## src/rtl/mult_plus_sequencer_if.sv

```systemverilog
// Bus between the MULTPLUS sequencer and its environment: request, operands,
// shared-ALU control/return path and the stall/done/result status.
interface mult_plus_sequencer_if #(
    parameter int WIDTH = 32
);
    logic             start;
    logic [WIDTH-1:0] operand_a;
    logic [WIDTH-1:0] operand_b;
    logic [WIDTH-1:0] operand_c;
    logic [WIDTH-1:0] alu_result;
    logic             alu_grant;
    logic [3:0]       alu_operation;
    logic [WIDTH-1:0] alu_a;
    logic [WIDTH-1:0] alu_b;
    logic             stall;
    logic             done;
    logic [WIDTH-1:0] result;

    modport master (
        output start, operand_a, operand_b, operand_c, alu_result,
        input  alu_grant, alu_operation, alu_a, alu_b, stall, done, result
    );

    modport slave (
        input  start, operand_a, operand_b, operand_c, alu_result,
        output alu_grant, alu_operation, alu_a, alu_b, stall, done, result
    );
endinterface

```

## src/rtl/mult_plus_sequencer.sv

```systemverilog
// MULTPLUS sequencer: result = A*B + C via shift-add passes on the shared ALU.
// Optional feature macro: MULT_EARLY_EXIT_EN (leave MUL once the multiplier is exhausted).
module mult_plus_sequencer #(
    parameter int WIDTH = 32
) (
    input  logic                   clk,
    input  logic                   reset,
    mult_plus_sequencer_if.slave   bus
);
    localparam int         CNT_W  = $clog2(WIDTH) + 1;
    localparam logic [3:0] OP_NOP = 4'b1001;
    localparam logic [3:0] OP_ADD = 4'b0011;

    typedef enum logic [1:0] {
        ST_IDLE = 2'd0,
        ST_MUL  = 2'd1,
        ST_ADDC = 2'd2,
        ST_DONE = 2'd3
    } state_e;

    state_e           state_q;
    logic [WIDTH-1:0] p_q;
    logic [WIDTH-1:0] m_q;
    logic [WIDTH-1:0] q_q;
    logic [WIDTH-1:0] c_q;
    logic [CNT_W-1:0] cnt_q;
    logic [WIDTH-1:0] result_q;
    logic             mul_last_s;

`ifdef MULT_EARLY_EXIT_EN
    // Remaining multiplier bits all zero after this pass: nothing more to add.
    assign mul_last_s = (cnt_q == CNT_W'(WIDTH - 1)) || (q_q[WIDTH-1:1] == '0);
`else
    assign mul_last_s = (cnt_q == CNT_W'(WIDTH - 1));
`endif

    // Sequencer state and datapath registers
    always_ff @(posedge clk) begin
        if (!reset) begin
            state_q  <= ST_IDLE;
            p_q      <= '0;
            m_q      <= '0;
            q_q      <= '0;
            c_q      <= '0;
            cnt_q    <= '0;
            result_q <= '0;
        end else begin
            case (state_q)
                ST_IDLE: begin
                    if (bus.start) begin
                        p_q     <= '0;
                        m_q     <= bus.operand_a;
                        q_q     <= bus.operand_b;
                        c_q     <= bus.operand_c;
                        cnt_q   <= '0;
                        state_q <= ST_MUL;
                    end else begin
                        state_q <= ST_IDLE;
                    end
                end
                ST_MUL: begin
                    p_q   <= bus.alu_result;
                    m_q   <= m_q << 1;
                    q_q   <= q_q >> 1;
                    cnt_q <= cnt_q + CNT_W'(1);
                    if (mul_last_s) begin
                        state_q <= ST_ADDC;
                    end else begin
                        state_q <= ST_MUL;
                    end
                end
                ST_ADDC: begin
                    result_q <= bus.alu_result;
                    state_q  <= ST_DONE;
                end
                ST_DONE: begin
                    state_q <= ST_IDLE;
                end
                default: begin
                    state_q <= ST_IDLE;
                end
            endcase
        end
    end

    // ALU ownership and status decoded from state and registered operands
    always_comb begin
        bus.alu_grant     = 1'b0;
        bus.alu_operation = OP_NOP;
        bus.alu_a         = '0;
        bus.alu_b         = '0;
        bus.stall         = 1'b0;
        bus.done          = 1'b0;
        case (state_q)
            ST_IDLE: begin
                bus.stall = bus.start;
            end
            ST_MUL: begin
                bus.alu_grant     = 1'b1;
                bus.alu_operation = OP_ADD;
                bus.alu_a         = p_q;
                bus.alu_b         = q_q[0] ? m_q : '0;
                bus.stall         = 1'b1;
            end
            ST_ADDC: begin
                bus.alu_grant     = 1'b1;
                bus.alu_operation = OP_ADD;
                bus.alu_a         = p_q;
                bus.alu_b         = c_q;
                bus.stall         = 1'b1;
            end
            ST_DONE: begin
                bus.done = 1'b1;
            end
            default: begin
                bus.stall = 1'b0;
            end
        endcase
    end

    assign bus.result = result_q;
endmodule
```

## src/flat_wrapper.sv

```systemverilog
// flat-port wrapper written by rule: the top's interface ports become plain ports
module mult_plus_sequencer_flat 
#(
    parameter int WIDTH = 32
)
  (clk, reset, bus_start, bus_operand_a, bus_operand_b, bus_operand_c, bus_alu_result, bus_alu_grant, bus_alu_operation, bus_alu_a, bus_alu_b, bus_stall, bus_done, bus_result);
  mult_plus_sequencer_if #(.WIDTH(WIDTH)) bus_i ();
  input  logic clk;
  input  logic reset;
  input wire logic [$bits(bus_i.start)-1:0] bus_start;
  input wire logic [$bits(bus_i.operand_a)-1:0] bus_operand_a;
  input wire logic [$bits(bus_i.operand_b)-1:0] bus_operand_b;
  input wire logic [$bits(bus_i.operand_c)-1:0] bus_operand_c;
  input wire logic [$bits(bus_i.alu_result)-1:0] bus_alu_result;
  output wire logic [$bits(bus_i.alu_grant)-1:0] bus_alu_grant;
  output wire logic [$bits(bus_i.alu_operation)-1:0] bus_alu_operation;
  output wire logic [$bits(bus_i.alu_a)-1:0] bus_alu_a;
  output wire logic [$bits(bus_i.alu_b)-1:0] bus_alu_b;
  output wire logic [$bits(bus_i.stall)-1:0] bus_stall;
  output wire logic [$bits(bus_i.done)-1:0] bus_done;
  output wire logic [$bits(bus_i.result)-1:0] bus_result;
  assign bus_i.start = bus_start;
  assign bus_i.operand_a = bus_operand_a;
  assign bus_i.operand_b = bus_operand_b;
  assign bus_i.operand_c = bus_operand_c;
  assign bus_i.alu_result = bus_alu_result;
  assign bus_alu_grant = bus_i.alu_grant;
  assign bus_alu_operation = bus_i.alu_operation;
  assign bus_alu_a = bus_i.alu_a;
  assign bus_alu_b = bus_i.alu_b;
  assign bus_stall = bus_i.stall;
  assign bus_done = bus_i.done;
  assign bus_result = bus_i.result;
  mult_plus_sequencer #(.WIDTH(WIDTH)) u_core (.clk(clk), .reset(reset), .bus(bus_i));
endmodule
```

## config.mk

```make
export PLATFORM = sky130hd
export DESIGN_NAME = mult_plus_sequencer_flat
export DESIGN_NICKNAME = d
export VERILOG_FILES = /design/src/rtl/mult_plus_sequencer_if.sv /design/src/rtl/mult_plus_sequencer.sv /design/src/flat_wrapper.sv
export SDC_FILE = /design/constraint.sdc
export NUM_CORES = 1
export LEC_CHECK = 0
export CORE_AREA = 2 2 127 116
export DETAILED_ROUTE_END_ITERATION = 8
export DIE_AREA = 0 0 129 118
export DONT_BUFFER_PORTS = 1
export MAX_ROUTING_LAYER = met4
export PLACE_DENSITY = 0.71
export REMOVE_ABC_BUFFERS = 1
export SLEW_MARGIN = 10
export SYNTH_ARGS = -nofsm -noshare
export SYNTH_HDL_FRONTEND = slang
export SYNTH_SLANG_ARGS = --single-unit
```

## constraint.sdc

```tcl
create_clock -name clk -period 3.56 [get_ports clk]
set_clock_uncertainty 0.05 [all_clocks]
set_input_delay 0.178 -clock clk [delete_from_list [all_inputs] [get_ports clk]]
set_output_delay 0.178 -clock clk [all_outputs]
set_load 0.005 [all_outputs]
```

==> metrics <==
run status completed; power per cell area 501.2 nW/um^2; Final setup violation count 0; CTS Buffer Depth 2; Required @ worst endpoint 3870 ps; category of cells accounting for the largest share of critical-path delay buffers and inverters; hpwl dp between 10000 and 15000 um; portion of the post-synthesis area used by sequential elements 45.69%; WS Path Type reg2reg; share of the cycle needed by the critical path after routing between 80% and 90%; Post-synth top flop sky130_fd_sc_hd__dfxtp_1; number of hold violations in the final report 0; Cell Rows 41; top area cells in the synthesized netlist sky130_fd_sc_hd__dfxtp_1 46%, sky130_fd_sc_hd__mux2i_1 8.8%, sky130_fd_sc_hd__nand2_1 5.4%; width of the chip 129 um; maximum frequency from static timing analysis 320.2 MHz; routing usage on met2 a little under half; top-area cell type share of the netlist area 45.69%; net load switching power 1.183 mW; Slowest cell on crit path sky130_fd_sc_hd__mux2_4; cts repair resizes 0; crit path max fanout 63; count of buffers added by post-CTS timing repair for setup 0; Arrival @ worst endpoint 3440 ps; synth warn 0; routed length per placed instance between 15 and 20 um; leakage power total 3.556 nW; Post-synth EDFFs 0; nature of the critical path startpoint register; Relative slew margins 13.36%; number of antenna violations at the first check in global routing 0; Antenna Violating Nets Remaining 0; max-slew violation count 0; area inside the core boundary ~14000 sq um; summed instance area of the synthesized netlist between 7000 and 8000 sq um; cell taking the most area after synthesis sky130_fd_sc_hd__dfxtp_1; initial core utilization between 50% and 60%; clock sink total about 170; mean cell area of the mapped netlist 9.065 sq um; Die Outline Area about 15000 sq um; Area growth syn-to-layout 27.40%; DR iter-0 viols 500; RSZ-0062 raised after global routing false; category of the worst setup path capture point register; Layout Cell Area excl Fill around 9400 sq um; die span in y between 100 and 150 um; final global-route overflow total 0; CTS Buf Count 17; nets 1043; library cell used as clock root buffer sky130_fd_sc_hd__clkbuf_16; number of diodes 0; internal power contribution 3.517 mW; register bit total from synthesis 168; TritonCTS clock tree yes; combinational cell fraction of total power about 14%; Total Routing Usage GR 27.54%; GP Congestion 0.8400; sequential share of power 44.3%; post-place instance area 7332 sq um; busiest grt layer met2; time the final worst path needs with I/O delays and setup 3123 ps; final instance count without filler cells roughly 1100; clock-pin transition on the worst setup and hold timing paths 60 ps; Post-Syn Instances approximately 810; distinct cell type count of the synthesized netlist 34; wire length reported by the detailed router 20720 um; number of global-route vias before repair 6772; final hold slack 12.72 ps; first-pass iteration count of the detailed router 6; global-route wire length before repair 32730 um; Clock Power Share between 40% and 50%; worst supply voltage drop on vdd 0.4049 mV; kind of path behind the tightest hold check in2reg; Worst Path Buf+Inv 3; proportion of total power due to net switching around a quarter; count of max-cap constraint violations 0; fraction of layout instances using a drive strength above 1 approximately 8.6%; total number of H-tree levels 4; number of remaining DRC errors 0; via count of the routed design 6540; fraction of met1 tracks used by global routing 30.13%; proportion of synthesized flip-flops having asynchronous set or reset 0%; number of top-level pins 234; Placed Cells incl. Taps 940; IO Port Bufs 0; largest net degree at the start of global routing 90; CP max stage delay 760 ps; Avg Vias per Cell 5.887; critical-path cell list inv_1 > ha_1 > mux2_4 > buf_4 > o22a_1 > o211a_1 > dlygate4sd3_1; transition time of the tightest slew-check pin 1297 ps; Worst-Skew Late Latency 430 ps; met3 layer usage reported by global route just under 6%
[path summary, 6_finish.rpt]
kind,from,to,slack [ps],cells past startpoint
max reg2reg,u_core.state_q[0],u_core.m_q[16],440,7
max,u_core.state_q[0],u_core.m_q[16],440,7
min,bus_operand_b[26],u_core.q_q[26],10,2
min reg2reg,u_core.p_q[28],u_core.p_q[28],400,2
[routing by layer]
metal | share of wire (%) | vias to the layer above
li1 | - | 3021
met1 | 39 | 3160
met2 | 52 | 291
met3 | 5.5 | 68
met4 | 3.6 | 0
met5 | 0 | -
[layout make-up]
| cell class | count | area [sq um] |
|---|---|---|
| clock buffer | 19 | 452.9 |
| clock inverter | 11 | 171.4 |
| fill | 1007 | 4524 |
| inverter | 6 | 25.02 |
| multi-input combinational | 560 | 3605 |
| sequential | 168 | 3363 |
| tap | 193 | 241.5 |
| timing repair buffer | 154 | 1519 |
[registers in the layout (all words and copies together) (netlist names), named ones only]
register,flops
u_core.p_q,32
u_core.bus.result,32
u_core.c_q,32
u_core.q_q,32
u_core.cnt_q,6
u_core.m_q,32
u_core.state_q,1
[metrics by stage]
step | setup WS (ps) | total power [mW] | utilization (%) | setup TNS, ps
2_1_floorplan | -1214 | 2.480 | - | -56070
3_3_place_gp | 1129 | 2.577 | 52.74 | 0
3_5_place_dp | 1010 | 2.611 | 52.74 | 0
4_1_cts | 480.2 | 4.701 | 67.46 | 0
5_1_grt | 290.5 | 4.875 | 67.46 | 0
6_report | 436.8 | 4.700 | 67.46 | 0
[cell families (layout without fill, tap and decap cells)]
logic type | after synthesis | count (layout) | share of synthesized area (%)
and+or+nand+nor | 284 | 284 | 16.69
AOI/OAI and AO/OA | 203 | 203 | 21.77
DFF | 168 | 168 | 45.69
buffers and inverters | 84 | 190 | 5.847
muxes | 66 | 66 | 9.043
adders and majority gates | 5 | 5 | 0.8499
other | 2 | 2 | 0.1020
[power by group through the flow]
stage | clock network [mW] | registers (mW) | logic (mW)
2_1_floorplan | 0 | 2.09 | 0.388
3_3_place_gp | 0 | 2.11 | 0.470
3_5_place_dp | 0 | 2.11 | 0.497
4_1_cts | 1.98 | 2.07 | 0.650
5_1_grt | 2.07 | 2.09 | 0.719
6_report | 1.95 | 2.08 | 0.667
[worst reg2reg max path, stage by stage (launching register included)]
cell,delay (ps)
sky130_fd_sc_hd__dfxtp_1,450
sky130_fd_sc_hd__inv_1,130
sky130_fd_sc_hd__ha_1,350
sky130_fd_sc_hd__mux2_4,760
sky130_fd_sc_hd__buf_4,440
sky130_fd_sc_hd__o22a_1,200
sky130_fd_sc_hd__o211a_1,140
sky130_fd_sc_hd__dlygate4sd3_1,540
[cell usage in the layout, fill, tap and decap left out, types with 2 or more instances in the layout]
cell                            count
sky130_fd_sc_hd__clkbuf_16         17
sky130_fd_sc_hd__o21ai_0            3
sky130_fd_sc_hd__clkbuf_8           2
sky130_fd_sc_hd__ha_1               3
sky130_fd_sc_hd__a21oi_1           71
sky130_fd_sc_hd__a22oi_1           34
sky130_fd_sc_hd__nand3b_1           2
sky130_fd_sc_hd__conb_1             2
sky130_fd_sc_hd__clkinvlp_4         2
sky130_fd_sc_hd__a211oi_1           2
sky130_fd_sc_hd__ha_4               2
sky130_fd_sc_hd__dlygate4sd3_1    140
sky130_fd_sc_hd__buf_4             13
sky130_fd_sc_hd__o22a_1            30
sky130_fd_sc_hd__inv_1              4
sky130_fd_sc_hd__a211oi_2          30
sky130_fd_sc_hd__dfxtp_1          168
sky130_fd_sc_hd__o211a_1           30
sky130_fd_sc_hd__nor2_1           100
sky130_fd_sc_hd__nand2_1          105
sky130_fd_sc_hd__bufinv_16          4
sky130_fd_sc_hd__inv_6              2
sky130_fd_sc_hd__or3_1              2
sky130_fd_sc_hd__nand3_1           36
sky130_fd_sc_hd__mux2i_1           64
sky130_fd_sc_hd__clkinv_2           2
sky130_fd_sc_hd__and2_1            34
[timing repair]
item,4_1_cts,5_1_grt
endpoints found under the hold margin,162,0
hold buffers,141,0
setup endpoints to repair,0,0
[cell usage after synthesis (4+ instances only)]
library cell,count
sky130_fd_sc_hd__and2_1,34
sky130_fd_sc_hd__o211a_1,30
sky130_fd_sc_hd__buf_2,26
sky130_fd_sc_hd__buf_4,4
sky130_fd_sc_hd__buf_6,9
sky130_fd_sc_hd__nand2_1,105
sky130_fd_sc_hd__nand3_1,36
sky130_fd_sc_hd__buf_1,7
sky130_fd_sc_hd__mux2i_1,65
sky130_fd_sc_hd__o22a_1,30
sky130_fd_sc_hd__inv_1,4
sky130_fd_sc_hd__a21oi_1,71
sky130_fd_sc_hd__a22oi_1,34
sky130_fd_sc_hd__dfxtp_1,168
sky130_fd_sc_hd__a211oi_2,30
sky130_fd_sc_hd__clkbuf_1,32
sky130_fd_sc_hd__nor2_1,100
sky130_fd_sc_hd__ha_1,5
No activity file was read; power rests on OpenSTA's default activity.
